$ cat src/rtl/imm_gen_stage.sv
// Registered RV32I/RV64I immediate generator with a 2-entry skid buffer.
// Instructions are decoded on the push path. Each buffer entry holds the decoded
// immediate, the format code, the illegal flag and the sideband tag.
module imm_gen_stage #(
    parameter int unsigned DATA_WIDTH  = 32,
    parameter int unsigned TAG_WIDTH   = 5,
    parameter bit          SUPPORT_CSR = 1'b1
) (
    input  logic                  clk,
    input  logic                  rst,
    input  logic                  flush,
    input  logic                  in_valid,
    output logic                  in_ready,
    input  logic [31:0]           in_instr,
    input  logic [TAG_WIDTH-1:0]  in_tag,
    output logic                  out_valid,
    input  logic                  out_ready,
    output logic [DATA_WIDTH-1:0] out_imm,
    output logic [2:0]            out_fmt,
    output logic                  out_illegal,
    output logic [TAG_WIDTH-1:0]  out_tag,
    output logic [15:0]           illegal_cnt
);

    localparam logic [2:0] FMT_R   = 3'd0;
    localparam logic [2:0] FMT_I   = 3'd1;
    localparam logic [2:0] FMT_S   = 3'd2;
    localparam logic [2:0] FMT_B   = 3'd3;
    localparam logic [2:0] FMT_U   = 3'd4;
    localparam logic [2:0] FMT_J   = 3'd5;
    localparam logic [2:0] FMT_Z   = 3'd6;
    localparam logic [2:0] FMT_ILL = 3'd7;

    typedef struct packed {
        logic [DATA_WIDTH-1:0] imm;
        logic [2:0]            fmt;
        logic                  illegal;
        logic [TAG_WIDTH-1:0]  tag;
    } entry_t;

    typedef enum logic [1:0] {EMPTY, ONE, TWO} state_t;

    state_t state, state_next;
    entry_t main_q, skid_q, incoming;
    logic   push, pop;

    // Decode one instruction word into immediate / format / illegal (tag left zero).
    function automatic entry_t decode(input logic [31:0] ins);
        entry_t e;
        e = '0;
        case (ins[6:0])
            7'b0010011, 7'b0000011, 7'b1100111: begin
                e.fmt = FMT_I;
                if (ins[6:0] == 7'b0010011 && ins[13:12] == 2'b01) begin
                    // shamt: 5 bits on RV32, 6 bits on RV64
                    e.imm = DATA_WIDTH'(ins[24:20]);
                    if (DATA_WIDTH == 64) e.imm[5] = ins[25];
                end else begin
                    e.imm = DATA_WIDTH'($signed(ins[31:20]));
                end
            end
            7'b0100011: begin
                e.fmt = FMT_S;
                e.imm = DATA_WIDTH'($signed({ins[31:25], ins[11:7]}));
            end
            7'b1100011: begin
                e.fmt = FMT_B;
                e.imm = DATA_WIDTH'($signed({ins[31], ins[7], ins[30:25], ins[11:8], 1'b0}));
            end
            7'b0110111, 7'b0010111: begin
                e.fmt = FMT_U;
                e.imm = DATA_WIDTH'($signed({ins[31:12], 12'b0}));
            end
            7'b1101111: begin
                e.fmt = FMT_J;
                e.imm = DATA_WIDTH'($signed({ins[31], ins[19:12], ins[20], ins[30:21], 1'b0}));
            end
            7'b1110011: begin
                if (!ins[14]) begin
                    e.fmt = FMT_R;
                end else if (SUPPORT_CSR) begin
                    e.fmt = FMT_Z;
                    e.imm = DATA_WIDTH'(ins[19:15]);
                end else begin
                    e.fmt     = FMT_ILL;
                    e.illegal = 1'b1;
                end
            end
            7'b0110011: e.fmt = FMT_R;
            default: begin
                e.fmt     = FMT_ILL;
                e.illegal = 1'b1;
            end
        endcase
        return e;
    endfunction

    assign in_ready    = (state != TWO);
    assign out_valid   = (state != EMPTY);
    assign push        = in_valid && in_ready;
    assign pop         = out_valid && out_ready;
    assign out_imm     = main_q.imm;
    assign out_fmt     = main_q.fmt;
    assign out_illegal = main_q.illegal;
    assign out_tag     = main_q.tag;

    // Decode the incoming instruction and attach its tag.
    always_comb begin
        incoming     = decode(in_instr);
        incoming.tag = in_tag;
    end

    // Next-state logic for the skid buffer occupancy.
    always_comb begin
        state_next = state;
        case (state)
            EMPTY: if (push) state_next = ONE;
            ONE: begin
                if (push && !pop)      state_next = TWO;
                else if (!push && pop) state_next = EMPTY;
            end
            TWO:   if (pop) state_next = ONE;
            default: state_next = EMPTY;
        endcase
        if (flush) state_next = EMPTY;
    end

    // State register.
    always_ff @(posedge clk) begin
        if (rst) state <= EMPTY;
        else     state <= state_next;
    end

    // Entry registers: main drives the outputs, skid catches the overflow entry.
    always_ff @(posedge clk) begin
        if (rst) begin
            main_q <= '0;
            skid_q <= '0;
        end else if (!flush) begin
            case (state)
                EMPTY: if (push) main_q <= incoming;
                ONE: begin
                    if (push && pop) main_q <= incoming;
                    else if (push)   skid_q <= incoming;
                end
                TWO:   if (pop) main_q <= skid_q;
                default: ;
            endcase
        end
    end

    // Saturating count of illegal entries leaving the stage (flush does not clear it).
    always_ff @(posedge clk) begin
        if (rst) illegal_cnt <= '0;
        else if (pop && main_q.illegal && illegal_cnt != 16'hFFFF) illegal_cnt <= illegal_cnt + 16'd1;
    end

endmodule
$ cat config.mk
export PLATFORM = sky130hd
export DESIGN_NAME = imm_gen_stage
export DESIGN_NICKNAME = d
export VERILOG_FILES = /design/src/rtl/imm_gen_stage.sv
export SDC_FILE = /design/constraint.sdc
export NUM_CORES = 1
export LEC_CHECK = 0
export CORE_MARGIN = 5
export CORE_UTILIZATION = 30
export CTS_CLUSTER_SIZE = 40
export DETAILED_ROUTE_END_ITERATION = 16
export GPL_TIMING_DRIVEN = 1
export PLACE_DENSITY = 0.54
export REMOVE_ABC_BUFFERS = 1
export SLEW_MARGIN = 5
export SYNTH_ARGS = -nofsm -noshare
export SYNTH_HDL_FRONTEND = slang
export SYNTH_SLANG_ARGS = --single-unit
$ cat constraint.sdc
create_clock -name clk -period 7.2 [get_ports clk]
set_clock_uncertainty 0.15 [all_clocks]
set_input_delay 1.08 -clock clk [delete_from_list [all_inputs] [get_ports clk]]
set_output_delay 1.08 -clock clk [all_outputs]
set_load 0.02 [all_outputs]
==> metrics <==
Iter 0 DRT Violations=325; max-cap viol count=0; post-synthesis cell area=0.00484 mm2; share of layout cells above drive strength 1=9.61%; max-slew violation count=0; Worst-Margin Slew=0.989 ns; Tmin final=3.73 ns; Core Area=0.0159 mm2; CTS sink cnt=100; Avg Synthesized Cell Area=8.66 um2; GRT Total Usage=15.6%; Final period util=51.8%; PD cells=195 mW/mm2; Total Wirelength=14,300 um; Critical Path AT=~2.5 ns; CTS tree=yes; io pins=101; Gates resized, CTS repair=0; Max clock buf depth=2; crit path max fanout=44; hpwl dp=9450 um; Nets=675; RR Startpoint=state[0]$_SDFFE_PP0P_; Critical R2R Capture=out_imm[22]$_SDFFE_PP0P_; Place WS=3.45 ns; routability cong.=0.834; switching share of power=around a quarter; clock power share=38.5%; setup repair bufs after CTS=0; critical path class=reg -> out; number of synthesized register bits=100; Distinct cells, synth=60; Die H=137 um; vias in the first global route=4,390; Ys Warns=0; outcome=complete, no violations; most common cell in the netlist=dfxtp_1; Layout fillers=roughly 1.6k; hold buffer count at cts=0; commonest cells in the netlist=dfxtp_1 (100), nand2_1 (81), nor2_1 (69); # setup viols final=0; initial antenna violation count=0; ys async rst share=0%; crit path capture type=output pin; Pleak=1.93 nW; global-route wire length before repair=~23,000 um; TNS Setup=0 ns; reg2reg path depth=10; Comb pwr share=a little over an eighth; Sw Pwr=0.000318 W; Sequential Power Share=roughly half; Cells after Synth=559; Via density=5.22; relative slew slack=34.1%; Peak VDD IR=0.000136 V; row count=46; Clk Latency, worst-skew pair=0.35 ns; Synth area leader=dfxtp_1; # port buffers=100; Die W=around 140 um; n_diodes=0; Root Buffer=clkbuf_16; Routed Antenna Nets=0; clock slew at the register clock pins of the worst setup and hold paths=0.07 ns; Worst Setup EP=in_ready; critical path startpoint=state[0]$_SDFFE_PP0P_; CTS H-tree lvls=3; CTS Buf Count=9; hold crit path type=reg -> reg; post-DR wirelength/cell=16.8 um; WP data required=5.97 ns; Synth top area share=41.3%; largest net degree at the start of global routing=67; residual DRC count=0; EDFF count, synth=0; Starting Density=30.5%; cell internal pwr=0.000887 W; reg2reg setup slack=approximately 3.7 ns; Synth Flop Type=dfxtp_1; via count=4,438; setup repair after global routing missed its margin=no; Synth area leaders=dfxtp_1 (41%), a221oi_2 (6.8%), nand2_1 (6.3%); synth-to-layout area growth=27.8%; DIE AREA=0.0188 mm2; drt first pass iters=5; Final Hold Vio Count=0; maximum clock rate=approximately 270 MHz; Worst Slack Setup Final=3.47 ns; post-synthesis sequential area ratio=41.3%; Setup crit start kind=register; GR Overflow Total=0
registers in the layout, indices dropped and copies added (netlist names):
name and count:
out_illegal 1, out_imm 32, out_fmt 3, skid_q 41
out_tag 5, state 2, illegal_cnt 16
layout by cell type, fill, tap and decap left out, types with 5 or more instances in the layout:
master and count:
nand2_1 81, a221oi_2 22, a222oi_1 5, nor3_1 12, clkbuf_16 9, xor2_1 8, buf_4 6, o21ai_1 22
nor2_1 69, nor2b_1 6, nand3_1 22, o21ai_0 14, inv_1 5, dfxtp_1 100, a311oi_1 8, a21oi_1 29
a211oi_1 32, clkdlybuf4s50_1 99
stage by stage:
stage	hold slack (ns)	util, %	area (um2)	std cells	total power [W]
final	0.302	39.0	6190	851	0.00121
after global routing	0.330	39.0	6190	851	0.00127
after CTS	0.306	39.0	6190	851	0.00122
after detailed placement	0.296	37.2	5910	835	0.000756
after global placement	0.289	37.2	5910	835	0.000753
after floorplan	0.276	-	4600	514	0.000668
power by group through the flow:
stage,clock [W],combinational [W],sequential (W)
2_1_floorplan,0,0.0000601,0.000607
3_3_place_gp,0,0.000159,0.000594
3_5_place_dp,0,0.000162,0.000594
4_1_cts,0.000481,0.000163,0.000581
5_1_grt,0.000508,0.000175,0.000583
6_report,0.000464,0.000161,0.000581
logic make-up (layout without fill, tap and decap cells):
kind of cell    Yosys count  after routing  synth area share, %
flops                   100            100                 41.3
xor+xnor                 12             12                 2.17
fa+ha+maj                 3              3                0.775
compound gates          161            161                 27.3
buf+inv                  51            127                 5.40
simple gates            229            229                 22.3
mux                       3              3                0.698
worst min path at each step:
stage,startpoint,depth (start not counted),endpoint,slack (ns)
floorplan,skid_q[14]$_SDFFE_PP0P_,2,skid_q[14]$_SDFFE_PP0P_,0.28
global placement,skid_q[18]$_SDFFE_PP0P_,2,skid_q[18]$_SDFFE_PP0P_,0.29
detailed placement,skid_q[17]$_SDFFE_PP0P_,2,skid_q[17]$_SDFFE_PP0P_,0.30
CTS,skid_q[17]$_SDFFE_PP0P_,2,skid_q[17]$_SDFFE_PP0P_,0.31
global route,skid_q[0]$_SDFFE_PP0P_,2,skid_q[0]$_SDFFE_PP0P_,0.33
finish,skid_q[17]$_SDFFE_PP0P_,2,skid_q[17]$_SDFFE_PP0P_,0.30
critical path, cell delays in order (launching register included):
cell and delay (ns):
dfxtp_1 0.57, nor2b_1 0.08, buf_4 0.24, inv_2 0.07, buf_4 0.46, clkdlybuf4s50_1 0.72
routing by layer:
| metal | up-vias | part of all wire [%] | track usage (%) |
|---|---|---|---|
| li1 | 2183 | - | - |
| met2 | 133 | 48 | 26.1 |
| met1 | 2114 | 44 | 19.7 |
| met3 | 8 | 7.2 | 5.29 |
| met5 | - | 0 | 0 |
| met4 | 0 | 0.78 | 2.83 |
layout make-up:
class	instances	area, um2	share of cell area, %
inverters	6	22.5	0.364
repair buffers	105	1040	16.7
multi-input cells	408	2580	41.7
clock inverters	4	32.5	0.526
clock buffers	12	246	3.98
well taps	216	270	4.37
flip-flops and latches	100	2000	32.3
(Power assumes the default switching activity.)
